[src/rtl/captura_lineas_if.sv]
// captura_lineas_if
//   Groups the request-line capture signals into one bundle.
//   lineas_in   : raw asynchronous request lines, bit i = line i
//   clr         : per-line pending clear strobe, synchronous, active-high
//   ocho_lineas : registered pending request vector (to the 8-line encoder)
//   irq         : OR of ocho_lineas
//   perdida     : sticky per-line "request lost while pending" flags
//   master : drives lineas_in/clr, observes the outputs (testbench / system)
//   slave  : the capture block itself
interface captura_lineas_if;
  logic [7:0] lineas_in;
  logic [7:0] clr;
  logic [7:0] ocho_lineas;
  logic       irq;
  logic [7:0] perdida;

  modport master (
    output lineas_in,
    output clr,
    input  ocho_lineas,
    input  irq,
    input  perdida
  );

  modport slave (
    input  lineas_in,
    input  clr,
    output ocho_lineas,
    output irq,
    output perdida
  );
endinterface

[src/rtl/captura_lineas.sv]
// captura_lineas
//   Eight independent request lines: each is synchronized (2 flops),
//   debounced over DEB_CYCLES consecutive cycles, and its 0->1 debounced
//   transition latches a pending bit. A second rise while pending marks the
//   line as lost (perdida). clr clears both per line; a rise on the same edge
//   as clr wins for the pending bit and leaves perdida clear.
// Ports
//   clk   : system clock, rising edge
//   rst_n : asynchronous active-low reset (release synchronized externally)
//   bus   : captura_lineas_if.slave (lineas_in, clr, ocho_lineas, irq, perdida)
// Parameter
//   DEB_CYCLES : debounce length in cycles, 1..255
module captura_lineas #(
  parameter int DEB_CYCLES = 4
) (
  input  logic                clk,
  input  logic                rst_n,
  captura_lineas_if.slave     bus
);

  localparam int CNT_W = ($clog2(DEB_CYCLES + 1) < 1) ? 1 : $clog2(DEB_CYCLES + 1);
  localparam logic [CNT_W-1:0] CNT_LAST = CNT_W'(DEB_CYCLES - 1);
  localparam logic [CNT_W-1:0] CNT_ONE  = CNT_W'(1);

  logic [7:0]       s1_q, s2_q;
  logic [7:0]       deb_q, deb_d;
  logic [CNT_W-1:0] cnt_q [8];
  logic [CNT_W-1:0] cnt_d [8];
  logic [7:0]       ocho_q, ocho_d;
  logic [7:0]       perd_q, perd_d;
  logic [7:0]       rise;

  // Debounce: the counter tracks how long s2 has disagreed with the debounced
  // state; any agreement restarts it, so short glitches never reach deb.
  always_comb begin
    deb_d = deb_q;
    for (int i = 0; i < 8; i++) begin
      cnt_d[i] = '0;
      if (s2_q[i] != deb_q[i]) begin
        if (cnt_q[i] == CNT_LAST) begin
          deb_d[i] = s2_q[i];
        end else begin
          cnt_d[i] = cnt_q[i] + CNT_ONE;
        end
      end
    end
  end

  // The rise is taken from the next-state value so the pending bit is set on
  // the very edge the debounced state flips.
  always_comb begin
    rise   = deb_d & ~deb_q;
    ocho_d = rise | (ocho_q & ~bus.clr);
    perd_d = (rise & ocho_q & ~bus.clr) | (perd_q & ~bus.clr);
  end

  always_ff @(posedge clk or negedge rst_n) begin
    if (!rst_n) begin
      s1_q   <= '0;
      s2_q   <= '0;
      deb_q  <= '0;
      ocho_q <= '0;
      perd_q <= '0;
      for (int i = 0; i < 8; i++) begin
        cnt_q[i] <= '0;
      end
    end else begin
      s1_q   <= bus.lineas_in;
      s2_q   <= s1_q;
      deb_q  <= deb_d;
      ocho_q <= ocho_d;
      perd_q <= perd_d;
      for (int i = 0; i < 8; i++) begin
        cnt_q[i] <= cnt_d[i];
      end
    end
  end

  assign bus.ocho_lineas = ocho_q;
  assign bus.irq         = |ocho_q;
  assign bus.perdida     = perd_q;

endmodule

[src/flat_wrapper.sv]
// flat-port wrapper written by rule: the top's interface ports become plain ports
module captura_lineas_flat 
#(
  parameter int DEB_CYCLES = 4
)
  (clk, rst_n, bus_lineas_in, bus_clr, bus_ocho_lineas, bus_irq, bus_perdida);
  captura_lineas_if bus_i ();
  input  logic clk;
  input  logic rst_n;
  input wire logic [$bits(bus_i.lineas_in)-1:0] bus_lineas_in;
  input wire logic [$bits(bus_i.clr)-1:0] bus_clr;
  output wire logic [$bits(bus_i.ocho_lineas)-1:0] bus_ocho_lineas;
  output wire logic [$bits(bus_i.irq)-1:0] bus_irq;
  output wire logic [$bits(bus_i.perdida)-1:0] bus_perdida;
  assign bus_i.lineas_in = bus_lineas_in;
  assign bus_i.clr = bus_clr;
  assign bus_ocho_lineas = bus_i.ocho_lineas;
  assign bus_irq = bus_i.irq;
  assign bus_perdida = bus_i.perdida;
  captura_lineas #(.DEB_CYCLES(DEB_CYCLES)) u_core (.clk(clk), .rst_n(rst_n), .bus(bus_i));
endmodule
[config.mk]
export PLATFORM = sky130hd
export DESIGN_NAME = captura_lineas_flat
export DESIGN_NICKNAME = d
export VERILOG_FILES = /design/src/rtl/captura_lineas_if.sv /design/src/rtl/captura_lineas.sv /design/src/flat_wrapper.sv
export SDC_FILE = /design/constraint.sdc
export NUM_CORES = 1
export LEC_CHECK = 0
export BUFFER_PORTS_ARGS = -buffer_cell sky130_fd_sc_hd__buf_2
export CAP_MARGIN = 20
export CORE_MARGIN = 8
export CORE_UTILIZATION = 35
export CTS_CLUSTER_DIAMETER = 60
export DETAILED_ROUTE_END_ITERATION = 8
export PLACE_DENSITY = 0.56
export RECOVER_POWER = 100
export SYNTH_ARGS = -nofsm -noshare
export SYNTH_HDL_FRONTEND = slang
export SYNTH_SLANG_ARGS = --single-unit
[constraint.sdc]
create_clock -name clk -period 1.2 [get_ports clk]
set_input_delay 0.18 -clock clk [delete_from_list [all_inputs] [get_ports clk]]
set_output_delay 0.18 -clock clk [all_outputs]
set_load 0.01 [all_outputs]
==> results.txt <==
IO Count -> 35
Syn. warnings -> 0
Post-Syn Nets -> 189
area post-placement -> 2720 sq um
worst-case clock buffer depth -> 2
CTS Root Cell -> clkbuf_8
layout cells sized above 1 -> 24.0%
Switch Pwr -> 0.00153 W
vias per cell -> 4.44
top-area cell type share of the netlist area -> 66.8%
Finished Cell Area -> 2960 sq um
max cap viols -> 0
ranking of synthesized cells by area -> dfrtp_1 (67%), nor2b_4 (4.6%), ha_1 (4.2%)
CP max FO -> 2
Mapped Cells -> 163
FF-to-FF setup slack -> -0.04 ns
Critical Path Source -> u_core.bus.ocho_lineas[6]$_DFF_PN0_
Num Clock Sinks -> 64
crit-path cells -> nor4_4 -> nand2_1 -> buf_2
Die Span Y -> 98.7 microns
slowest stage delay, CP -> 0.41 ns
Final WS setup -> -0.256 ns
final hold vios -> 0
pin count of the biggest net entering global routing -> 45
register area share after synthesis -> 66.8%
H-tree level count -> 3
Pwr Density -> 1970 nW/um^2
CP Class -> flop to primary output
Vias -> 1373
fillcell total -> 627
Routed WL per cell -> 12.6 microns
register bit count reported by yosys -> 64
RSZ-0062 raised after global routing -> true
P_int -> 0.00430 W
status -> complete, but fails checks
CP endpoint kind -> primary output
most common cell after layout, fill and taps aside -> dfrtp_1
Die X -> 98.7 microns
core area -> 6720 sq um
clk slew on worst S/H paths -> 0.06 ns
Avg Synthesized Cell Area -> 14.7 sq um
Total Die Area -> 9750 sq um
final wirelength -> 3.90 mm
routability congestion estimate -> 0.707
Clk pwr share -> 29.4%
Tmin final -> 1.46 ns
Flop pwr share -> 48.9%
Critical R2R Capture -> u_core.deb_q[7]$_DFF_PN0_
Hold Path Origin -> bus_clr[1]
Final Cycle Share -> 121%
Rel. slew slack -> 60.7%
GR Util All Layers -> 8.50%
Post-Layout Cell Count -> 309
most frequent cells in the layout -> dfrtp_1 (64), buf_2 (19), clkbuf_1 (13)
cell count of the worst reg-to-reg path -> 3
DRT Pass-1 Iters -> 3
DP HPWL -> 2.68 mm
Layout Nets -> 251
failing checks -> setup timing
worst vdd ir -> 0.988 mV
Final Slew Violations -> 0
Sw Share -> 26.3%
# rows -> 30
first-pass GRT wire length -> 6.55 mm
DP Cell Count -> 283
initial antenna violation count -> 0
slowest stage cell, crit path -> dfrtp_1
Initial Utilization -> 35.7%
HP Class -> primary input to flop
combinational share of power -> 21.7%
vias in the first global route -> 1464
Core Util, Final -> 44.1%
antenna fix cells -> 0
Antenna Nets Post-Route -> 0
leakage -> 1.41 nW
GRT overflow -> 0
CTS tree -> done
final setup violation count -> 5
fmax -> 687 MHz
post-synth top area cell -> dfrtp_1
Fin Clk Skew -> 0.00368 ns
DRT iter0 DRCs -> 28
total CTS buffers -> 9
Synth-to-Final Area Change -> 23.7%
worst-skew pair later-pin latency -> 0.32 ns
IO Port Bufs -> 34
Slew @ Worst Pin -> 0.590 ns
CP required -> 1.02 ns
Distinct cells, synth -> 15
Hold Crit Depth -> 2
Worst Setup Start Kind -> flop
WHS Endpoint -> u_core.bus.perdida[1]$_DFF_PN0_
Arr. time, crit path -> 1.28 ns
drt drc -> 0
worst r2r src -> u_core.cnt_q[0]$_DFF_PN0_
Cell Area, Synth -> 2400 sq um
[layer usage]
metal	track usage, %	part of all wire (%)
met1	10.2	47
met2	11.9	45
met3	5.00	7.6
met4	3.90	0.36
met5	0	0
[synthesized netlist by cell type]
cell / n
nor3_1: 8
nor3b_1: 9
o22ai_1: 8
nor4_1: 2
nor2b_4: 8
inv_1: 8
mux2_2: 8
nand2_1: 9
nand2b_1: 8
ha_1: 8
xnor2_1: 8
nor3b_2: 1
dfrtp_1: 64
nand4bb_1: 8
nor2b_1: 6
[power groups by stage]
| stage | registers [W] | clock network [W] | logic [W] |
|---|---|---|---|
| after floorplan | 0.00285 | 0 | 0.000867 |
| after global placement | 0.00287 | 0 | 0.00121 |
| after detailed placement | 0.00288 | 0 | 0.00124 |
| after CTS | 0.00286 | 0.00181 | 0.00130 |
| after global routing | 0.00291 | 0.00188 | 0.00143 |
| final | 0.00285 | 0.00172 | 0.00126 |
[how the worst max path moves through the flow]
stage                                 to  slack [ns]  depth (start not counted)
3_3_place_gp                     bus_irq        0.02                          3
4_1_cts                          bus_irq       -0.28                          3
3_5_place_dp                     bus_irq       -0.04                          3
6_report                         bus_irq       -0.26                          3
5_1_grt                          bus_irq       -0.33                          3
2_1_floorplan  u_core.deb_q[0]$_DFF_PN0_        0.09                          3
[state kept, by name, summed over array words and instances (netlist names)]
name	count
u_core.bus.ocho_lineas	8
u_core.bus.perdida	8
u_core.cnt_q	24
u_core.deb_q	8
u_core.s1_q	8
u_core.s2_q	8
[worst max-delay path: cells and delay by family, from the launching register on]
family | cells | cell delay [ns]
and+or+nand+nor | 2 | 0.41
DFF | 1 | 0.41
buffers and inverters | 1 | 0.14
[final cells by class]
class,count,area [sq um],share of cell area [%]
sequential,64,1600,54.0
clock inverter,4,45.0,1.52
inverter,8,30.0,1.01
timing repair buffer,51,323,10.9
clock buffer,11,141,4.77
multi-input combinational,91,723,24.4
tap,80,100,3.38
[metrics by stage]
step                total power (W)  TNS [ns]  hold WS [ns]  worst slack (ns)
CTS                         0.00597    -0.302        0.0278            -0.277
global placement            0.00408         0         0.192            0.0166
global route                0.00623    -0.945        0.0405            -0.333
finish                      0.00584    -0.334        0.0575            -0.256
floorplan                   0.00371         0        -0.116            0.0920
detailed placement          0.00412   -0.0417         0.194           -0.0417
[what timing repair did]
item | CTS | global route
gates resized for setup | 6 | 10
buffers inserted | 0 | 3
hold buffers | 9 | 0
pin swaps | 0 | 5
setup endpoints to repair | 1 | 10
hold endpoints to repair | 72 | 0
[cells by family (layout without fill, tap and decap cells)]
group	Yosys count	in the layout	share of synthesized area, %
xor gates and xnor gates	8	8	2.92
and+or+nand+nor	59	59	19.0
adders and majority gates	8	8	4.18
buffers and inverters	8	74	1.25
DFF	64	64	66.8
AOI/OAI and AO/OA	8	8	2.09
muxes	8	8	3.76
Power figures use the tool's default switching activity.
